[src/rtl/mem_access_unit_if.sv]
// Request/response and data_memory signals of mem_access_unit, bundled.
// slave is the unit's view; master is the view of the pipeline plus the memory.
interface mem_access_unit_if;
  logic        req_valid_in;
  logic        req_ready_out;
  logic        req_we_in;
  logic [1:0]  req_size_in;
  logic        req_signed_in;
  logic [31:0] req_addr_in;
  logic [31:0] req_wdata_in;
  logic        resp_valid_out;
  logic [31:0] resp_rdata_out;
  logic        resp_misaligned_out;
  logic [31:0] mem_addr_out;
  logic [31:0] mem_writedata_out;
  logic        mem_re_out;
  logic        mem_we_out;
  logic [1:0]  mem_size_out;
  logic [31:0] mem_readdata_in;

  modport slave (
    input  req_valid_in, req_we_in, req_size_in, req_signed_in, req_addr_in, req_wdata_in,
    input  mem_readdata_in,
    output req_ready_out, resp_valid_out, resp_rdata_out, resp_misaligned_out,
    output mem_addr_out, mem_writedata_out, mem_re_out, mem_we_out, mem_size_out
  );

  modport master (
    output req_valid_in, req_we_in, req_size_in, req_signed_in, req_addr_in, req_wdata_in,
    output mem_readdata_in,
    input  req_ready_out, resp_valid_out, resp_rdata_out, resp_misaligned_out,
    input  mem_addr_out, mem_writedata_out, mem_re_out, mem_we_out, mem_size_out
  );
endinterface

[src/rtl/mem_access_unit.sv]
// Load/store unit between the MEM stage and a word-only data memory.
// Sub-word stores become read-modify-write, except in the MMIO region where a read has side effects.
module mem_access_unit #(
  parameter logic [15:0] MMIO_PREFIX = 16'hffff,
  parameter bit          BIG_ENDIAN  = 1'b1
) (
  input logic             clock,
  input logic             reset,
  mem_access_unit_if.slave bus
);

  typedef enum logic [2:0] {S_IDLE, S_ERR, S_ACCESS, S_RMW_RD, S_RMW_WR} state_t;

  state_t      state_q, state_d;
  logic        we_q, signed_q;
  logic [1:0]  size_q;
  logic [31:0] addr_q;
  logic [31:0] merge_q, merge_d;
  logic        resp_valid_q, resp_valid_d;
  logic [31:0] resp_rdata_q, resp_rdata_d;
  logic        resp_mis_q, resp_mis_d;

  logic        accept;
  logic        req_misaligned;
  logic        req_is_mmio;
  logic [4:0]  req_lsb, lsb_q;
  logic [31:0] req_mask, mask_q;
  logic [31:0] lane_data;
  logic [31:0] load_data;

  // Bit offset of the addressed lane inside the 32-bit word.
  function automatic logic [4:0] lane_lsb(input logic [1:0] size, input logic [1:0] a);
    logic [4:0] r;
    r = 5'd0;
    case (size)
      2'b00:   r = BIG_ENDIAN ? {~a, 3'b000} : {a, 3'b000};
      2'b01:   r = BIG_ENDIAN ? {~a[1], 4'b0000} : {a[1], 4'b0000};
      default: r = 5'd0;
    endcase
    return r;
  endfunction

  function automatic logic [31:0] lane_mask(input logic [1:0] size, input logic [4:0] lsb);
    logic [31:0] m;
    case (size)
      2'b00:   m = 32'h0000_00ff;
      2'b01:   m = 32'h0000_ffff;
      default: m = 32'hffff_ffff;
    endcase
    return m << lsb;
  endfunction

  assign accept         = bus.req_valid_in && (state_q == S_IDLE);
  assign req_misaligned = (bus.req_size_in == 2'b10)
                       || ((bus.req_size_in == 2'b01) && bus.req_addr_in[0])
                       || ((bus.req_size_in == 2'b11) && (bus.req_addr_in[1:0] != 2'b00));
  assign req_is_mmio    = (bus.req_addr_in[31:16] == MMIO_PREFIX);

  assign req_lsb  = lane_lsb(bus.req_size_in, bus.req_addr_in[1:0]);
  assign req_mask = lane_mask(bus.req_size_in, req_lsb);
  assign lsb_q    = lane_lsb(size_q, addr_q[1:0]);
  assign mask_q   = lane_mask(size_q, lsb_q);

  assign lane_data = bus.mem_readdata_in >> lsb_q;

  always_comb begin
    load_data = lane_data;
    case (size_q)
      2'b00:   load_data = {{24{signed_q & lane_data[7]}}, lane_data[7:0]};
      2'b01:   load_data = {{16{signed_q & lane_data[15]}}, lane_data[15:0]};
      default: load_data = lane_data;
    endcase
  end

  // merge_q first holds the store data already placed in its lane; RMW_RD fills the other lanes.
  always_comb begin
    state_d      = state_q;
    merge_d      = merge_q;
    resp_valid_d = 1'b0;
    resp_rdata_d = 32'd0;
    resp_mis_d   = 1'b0;
    case (state_q)
      S_IDLE: begin
        if (accept) begin
          merge_d = (bus.req_wdata_in << req_lsb) & req_mask;
          if (req_misaligned)
            state_d = S_ERR;
          else if (!bus.req_we_in || (bus.req_size_in == 2'b11) || req_is_mmio)
            state_d = S_ACCESS;
          else
            state_d = S_RMW_RD;
        end
      end
      S_ERR: begin
        resp_valid_d = 1'b1;
        resp_mis_d   = 1'b1;
        state_d      = S_IDLE;
      end
      S_ACCESS: begin
        resp_valid_d = 1'b1;
        resp_rdata_d = we_q ? 32'd0 : load_data;
        state_d      = S_IDLE;
      end
      S_RMW_RD: begin
        merge_d = (bus.mem_readdata_in & ~mask_q) | (merge_q & mask_q);
        state_d = S_RMW_WR;
      end
      S_RMW_WR: begin
        resp_valid_d = 1'b1;
        state_d      = S_IDLE;
      end
      default: state_d = S_IDLE;
    endcase
  end

  always_ff @(posedge clock) begin
    if (reset) begin
      state_q      <= S_IDLE;
      we_q         <= 1'b0;
      signed_q     <= 1'b0;
      size_q       <= 2'b00;
      addr_q       <= 32'd0;
      merge_q      <= 32'd0;
      resp_valid_q <= 1'b0;
      resp_rdata_q <= 32'd0;
      resp_mis_q   <= 1'b0;
    end else begin
      state_q      <= state_d;
      merge_q      <= merge_d;
      resp_valid_q <= resp_valid_d;
      resp_rdata_q <= resp_rdata_d;
      resp_mis_q   <= resp_mis_d;
      if (accept) begin
        we_q     <= bus.req_we_in;
        signed_q <= bus.req_signed_in;
        size_q   <= bus.req_size_in;
        addr_q   <= bus.req_addr_in;
      end
    end
  end

  assign bus.req_ready_out       = (state_q == S_IDLE);
  assign bus.resp_valid_out      = resp_valid_q;
  assign bus.resp_rdata_out      = resp_rdata_q;
  assign bus.resp_misaligned_out = resp_mis_q;
  assign bus.mem_addr_out        = {addr_q[31:2], 2'b00};
  assign bus.mem_writedata_out   = merge_q;
  assign bus.mem_re_out          = (state_q == S_RMW_RD) || ((state_q == S_ACCESS) && !we_q);
  assign bus.mem_we_out          = (state_q == S_RMW_WR) || ((state_q == S_ACCESS) && we_q);
  assign bus.mem_size_out        = 2'b11;

endmodule
[src/flat_wrapper.sv]
// flat-port wrapper written by rule: the top's interface ports become plain ports
module mem_access_unit_flat 
#(
  parameter logic [15:0] MMIO_PREFIX = 16'hffff,
  parameter bit          BIG_ENDIAN  = 1'b1
)
  (clock, reset, bus_req_valid_in, bus_req_we_in, bus_req_size_in, bus_req_signed_in, bus_req_addr_in, bus_req_wdata_in, bus_mem_readdata_in, bus_req_ready_out, bus_resp_valid_out, bus_resp_rdata_out, bus_resp_misaligned_out, bus_mem_addr_out, bus_mem_writedata_out, bus_mem_re_out, bus_mem_we_out, bus_mem_size_out);
  mem_access_unit_if bus_i ();
  input logic clock;
  input logic reset;
  input wire logic [$bits(bus_i.req_valid_in)-1:0] bus_req_valid_in;
  input wire logic [$bits(bus_i.req_we_in)-1:0] bus_req_we_in;
  input wire logic [$bits(bus_i.req_size_in)-1:0] bus_req_size_in;
  input wire logic [$bits(bus_i.req_signed_in)-1:0] bus_req_signed_in;
  input wire logic [$bits(bus_i.req_addr_in)-1:0] bus_req_addr_in;
  input wire logic [$bits(bus_i.req_wdata_in)-1:0] bus_req_wdata_in;
  input wire logic [$bits(bus_i.mem_readdata_in)-1:0] bus_mem_readdata_in;
  output wire logic [$bits(bus_i.req_ready_out)-1:0] bus_req_ready_out;
  output wire logic [$bits(bus_i.resp_valid_out)-1:0] bus_resp_valid_out;
  output wire logic [$bits(bus_i.resp_rdata_out)-1:0] bus_resp_rdata_out;
  output wire logic [$bits(bus_i.resp_misaligned_out)-1:0] bus_resp_misaligned_out;
  output wire logic [$bits(bus_i.mem_addr_out)-1:0] bus_mem_addr_out;
  output wire logic [$bits(bus_i.mem_writedata_out)-1:0] bus_mem_writedata_out;
  output wire logic [$bits(bus_i.mem_re_out)-1:0] bus_mem_re_out;
  output wire logic [$bits(bus_i.mem_we_out)-1:0] bus_mem_we_out;
  output wire logic [$bits(bus_i.mem_size_out)-1:0] bus_mem_size_out;
  assign bus_i.req_valid_in = bus_req_valid_in;
  assign bus_i.req_we_in = bus_req_we_in;
  assign bus_i.req_size_in = bus_req_size_in;
  assign bus_i.req_signed_in = bus_req_signed_in;
  assign bus_i.req_addr_in = bus_req_addr_in;
  assign bus_i.req_wdata_in = bus_req_wdata_in;
  assign bus_i.mem_readdata_in = bus_mem_readdata_in;
  assign bus_req_ready_out = bus_i.req_ready_out;
  assign bus_resp_valid_out = bus_i.resp_valid_out;
  assign bus_resp_rdata_out = bus_i.resp_rdata_out;
  assign bus_resp_misaligned_out = bus_i.resp_misaligned_out;
  assign bus_mem_addr_out = bus_i.mem_addr_out;
  assign bus_mem_writedata_out = bus_i.mem_writedata_out;
  assign bus_mem_re_out = bus_i.mem_re_out;
  assign bus_mem_we_out = bus_i.mem_we_out;
  assign bus_mem_size_out = bus_i.mem_size_out;
  mem_access_unit #(.MMIO_PREFIX(MMIO_PREFIX), .BIG_ENDIAN(BIG_ENDIAN)) u_core (.clock(clock), .reset(reset), .bus(bus_i));
endmodule
[config.mk]
export PLATFORM = sky130hd
export DESIGN_NAME = mem_access_unit_flat
export DESIGN_NICKNAME = d
export VERILOG_FILES = /design/src/rtl/mem_access_unit_if.sv /design/src/rtl/mem_access_unit.sv /design/src/flat_wrapper.sv
export SDC_FILE = /design/constraint.sdc
export NUM_CORES = 1
export LEC_CHECK = 0
export CORE_AREA = 2 2 125 102
export CTS_CLUSTER_SIZE = 10
export DETAILED_ROUTE_END_ITERATION = 16
export DIE_AREA = 0 0 127 104
export MAX_ROUTING_LAYER = met4
export PLACE_DENSITY = 0.81
export SYNTH_ARGS = -nofsm -noshare
export SYNTH_HDL_FRONTEND = slang
export SYNTH_SLANG_ARGS = --single-unit
[constraint.sdc]
create_clock -name clock -period 2.3 [get_ports clock]
set_input_delay 0.69 -clock clock [delete_from_list [all_inputs] [get_ports clock]]
set_output_delay 0.69 -clock clock [all_outputs]
set_load 0.01 [all_outputs]
==> implementation parameters <==
Parameter                              Value

Final layout
  P&R area growth vs syn ... 47.3%
  Area taken by multi-input logic gates ... about 2400 sq um
  Sequential Area ... roughly 2100 sq um
  Fraction of final layout cells with drive strength greater than 1 ... 0.119
  Final nets ... 854
  Final standard cell count with taps included and fillers excluded ... 909
  Fill cell total of the finished layout ... just over 1000

Clocking
  Clock transition at the registers of the reported paths ... 70 ps
  TritonCTS clock tree ... built
  # Post-CTS Setup Buffers ... 0
  CTS Root Cell ... sky130_fd_sc_hd__clkbuf_16
  Maximum count of clock buffers along a single path ... 2
  Sinks on the clock net ... approximately 110
  Number of buffers inserted for hold repair after clock tree synthesis ... 0
  Number of H-tree levels ... 3
  Number of buffers created by CTS ... 9
  Clock insertion delay at the later pin of the skew report ... approximately 350 ps

STA
  Final hold slack ... approximately 460 ps
  Hold violation count in the final report ... 0
  Final worst setup slack ... around 150 ps
  Period minus WS final ... ~2200 ps
  Setup-failing EPs final ... 0
  Setup repair after global routing missed its margin ... no
  Slew Viols, Final ... 0
  Setup TNS Final ... 0 ps
  Tcrit/Tclk final ... 0.936
  Max frequency ... approximately 0.46 GHz
  Worst Tran Pin Value ... around 790 ps
  Max Clock Skew ... between 6 and 7 ps
  Max-slew headroom ... 0.470

Worst setup path
  Peak fanout along the critical path ... 7
  Launch point of the worst reg-to-reg path ... u_core.size_q[1]
  CP Capture Type ... output port
  Launch point of the worst path ... u_core.state_q[1]
  Setup CP Type ... flop to output port
  Setup slack on the worst flop-to-flop path ... around 410 ps
  Data arrival at the endpoint of the critical path ... 1460 ps
  Data required, critical path ... 1610 ps
  Startpoint Class ... flop
  Termination of the worst setup path ... bus_mem_we_out
  Cell count of the worst reg-to-reg path ... 4

Global route
  Number of global-route vias before repair ... 5052
  Pin count of the biggest net entering global routing ... 38
  Leftover overflow at the end of global routing ... 0
  Antenna violations before repair ... 1
  Global-route wire length before repair ... 26800 microns
  Global-route usage over all layers ... 0.265

Yosys
  Combined area of all synthesized cells ... about 5000 sq um
  Yosys warns ... 0
  Post-Syn Instances ... 570
  Post-synth EDFFs ... 0
  Proportion of synthesized chip area in sequential cells ... 0.417
  Register bit count reported by yosys ... 105
  Average footprint of a synthesized cell ... 8.85 sq um
  Leading register cell type out of synthesis ... sky130_fd_sc_hd__dfxtp_1
  Count of unique library cells instantiated by Yosys ... between 50 and 60
  Fraction of synthesis flops using an asynchronous set or reset pin ... 0

Floorplanning
  Row Count ... 36
  Width of the die ... 127 microns
  Area of the core ... 12000 sq um
  Die Y-Extent ... 104 microns
  Num ports ... between 200 and 250
  Die footprint ... approximately 13000 sq um
  Initial Util ... 0.421

Route
  Antenna viol nets, final ... 0
  Initial DRC count ... around 360
  Length of the first detailed-routing pass in iterations ... 12
  Average wire length per cell after detail routing ... about 19 microns
  Number of vias per cell after detailed routing ... between 5 and 6
  Vias ... approximately 5000
  Detailed-route DRC error count ... 0
  Total wirelength of the detailed-routed design ... ~17000 microns

Pwr
  Leak ... around 3 nW
  Power Density ... 621 nW/um^2
  Peak VDD IR ... just over 400 uV

Placement
  Worst-case setup slack after placement ... -52.5 ps
  Port-buffer cells ... ~200
  Post-DP HPWL ... 13400 microns
  Weighted congestion reported at the end of routability-driven placement ... 0.931
  Placed Instances ... roughly 890

Job
  # Max-Cap Violations ... 0

Worst hold path
  Class of the most critical hold timing path ... flop to flop

Outcome
  Result of the run ... finished clean
[synthesized netlist by cell type (2+ instances only)]
master                      instances  share of area
sky130_fd_sc_hd__a21o_1            27          0.040
sky130_fd_sc_hd__a22o_1             7          0.012
sky130_fd_sc_hd__nand4bb_1          2         0.0045
sky130_fd_sc_hd__buf_6              4         0.0089
sky130_fd_sc_hd__nor2b_1            8         0.0099
sky130_fd_sc_hd__mux4_1             7          0.036
sky130_fd_sc_hd__nor2_1            18          0.013
sky130_fd_sc_hd__buf_4             36          0.054
sky130_fd_sc_hd__nand2_1           97          0.072
sky130_fd_sc_hd__nand2b_1           3         0.0037
sky130_fd_sc_hd__o22ai_1            8         0.0099
sky130_fd_sc_hd__nand3_1            3         0.0030
sky130_fd_sc_hd__a22oi_1           10          0.015
sky130_fd_sc_hd__nor3_1             6         0.0060
sky130_fd_sc_hd__a221oi_1          22          0.038
sky130_fd_sc_hd__and2_1             9          0.011
sky130_fd_sc_hd__inv_1             27          0.020
sky130_fd_sc_hd__nor3b_1            2         0.0030
sky130_fd_sc_hd__a211o_1            2         0.0035
sky130_fd_sc_hd__o21ai_0           41          0.041
sky130_fd_sc_hd__clkbuf_1          17          0.013
sky130_fd_sc_hd__a31oi_1            2         0.0025
sky130_fd_sc_hd__buf_2             13          0.013
sky130_fd_sc_hd__nand4_1            4         0.0050
sky130_fd_sc_hd__mux2_2            17          0.038
sky130_fd_sc_hd__a21oi_1           39          0.039
sky130_fd_sc_hd__mux2i_1            8          0.016
sky130_fd_sc_hd__conb_1             2         0.0015
sky130_fd_sc_hd__dfxtp_1          105           0.42
[metrics by stage]
stage                     area (sq um)  power [mW]  utilization
after floorplan                   5050        2.56            -
after global placement            7110        3.06        0.594
after detailed placement          7110        3.09        0.594
after CTS                         7430        4.62        0.620
after global routing              7430        4.78        0.620
final                             7430        4.62        0.620
[worst min path at each step]
stage | start | endpoint | cells past startpoint
6_report | u_core.addr_q[18] | u_core.addr_q[18] | 2
5_1_grt | u_core.addr_q[18] | u_core.addr_q[18] | 2
4_1_cts | u_core.addr_q[18] | u_core.addr_q[18] | 2
3_5_place_dp | u_core.addr_q[18] | u_core.addr_q[18] | 2
3_3_place_gp | u_core.addr_q[31] | u_core.addr_q[31] | 2
2_1_floorplan | u_core.signed_q | u_core.signed_q | 2
[critical path, cell delays in order (launching register included)]
cell,delay (ps)
sky130_fd_sc_hd__dfxtp_4,400
sky130_fd_sc_hd__nor2b_2,190
sky130_fd_sc_hd__a21oi_1,80
sky130_fd_sc_hd__nor2_1,140
sky130_fd_sc_hd__dlygate4sd2_1,290
[area by class of cell]
type                    count  area share
clock buffers              10      0.0322
clock inverters             6     0.00825
diodes                      1    0.000337
repair buffers            239       0.310
well taps                 152      0.0256
inverters                  27      0.0136
flip-flops and latches    105       0.284
multi-input cells         369       0.326
[per-layer routing]
layer	share of wire	vias to the layer above	track usage
met4	0.023	0	0.0785
met1	0.42	2392	0.330
met2	0.47	255	0.427
met3	0.087	39	0.0674
li1	-	2328	-
met5	0	-	-
[repair_timing]
item,in CTS,in global routing
hold endpoints to repair,0,0
gates resized for setup,9,1
setup endpoints to repair,3,1
gates cloned,0,0
[layout by cell type, fill, tap and decap left out, types with 3 or more instances in the layout]
cell type                         netlist  layout
sky130_fd_sc_hd__a21o_1                27      27
sky130_fd_sc_hd__a21oi_1               39      39
sky130_fd_sc_hd__a221oi_1              22      22
sky130_fd_sc_hd__a22o_1                 7       7
sky130_fd_sc_hd__a22oi_1               10      10
sky130_fd_sc_hd__and2_1                 9       9
sky130_fd_sc_hd__buf_4                 36      37
sky130_fd_sc_hd__clkbuf_16              0       9
sky130_fd_sc_hd__clkdlybuf4s50_1        0     197
sky130_fd_sc_hd__conb_1                 2       4
sky130_fd_sc_hd__dfxtp_1              105     102
sky130_fd_sc_hd__inv_1                 27      27
sky130_fd_sc_hd__mux2_2                17      17
sky130_fd_sc_hd__mux2i_1                8       8
sky130_fd_sc_hd__mux4_1                 7       7
sky130_fd_sc_hd__nand2_1               97      96
sky130_fd_sc_hd__nand2b_1               3       3
sky130_fd_sc_hd__nand3_1                3       3
sky130_fd_sc_hd__nand4_1                4       4
sky130_fd_sc_hd__nor2_1                18      18
sky130_fd_sc_hd__nor2b_1                8       7
sky130_fd_sc_hd__nor3_1                 6       5
sky130_fd_sc_hd__o21ai_0               41      41
sky130_fd_sc_hd__o22ai_1                8       8
[logic make-up (layout without fill, tap and decap cells)]
logic type             after synthesis  after routing  share of synthesized area
AO/OA/AOI/OAI                      169            169                      0.229
AND/OR/NAND/NOR                    163            163                      0.152
flip-flops                         105            105                      0.417
buffers and inverters               98            282                      0.109
multiplexers                        32             32                     0.0903
other                                2              5                    0.00149
XOR/XNOR                             1              1                    0.00174
[where the power goes]
part	switching [mW]	total, mW	internal [mW]	leakage, nW
clock	0.756	1.55	0.792	0.144
combinational	0.492	1.07	0.577	2.00
sequential	0.0773	2.00	1.92	0.862
Power figures use the tool's default switching activity.
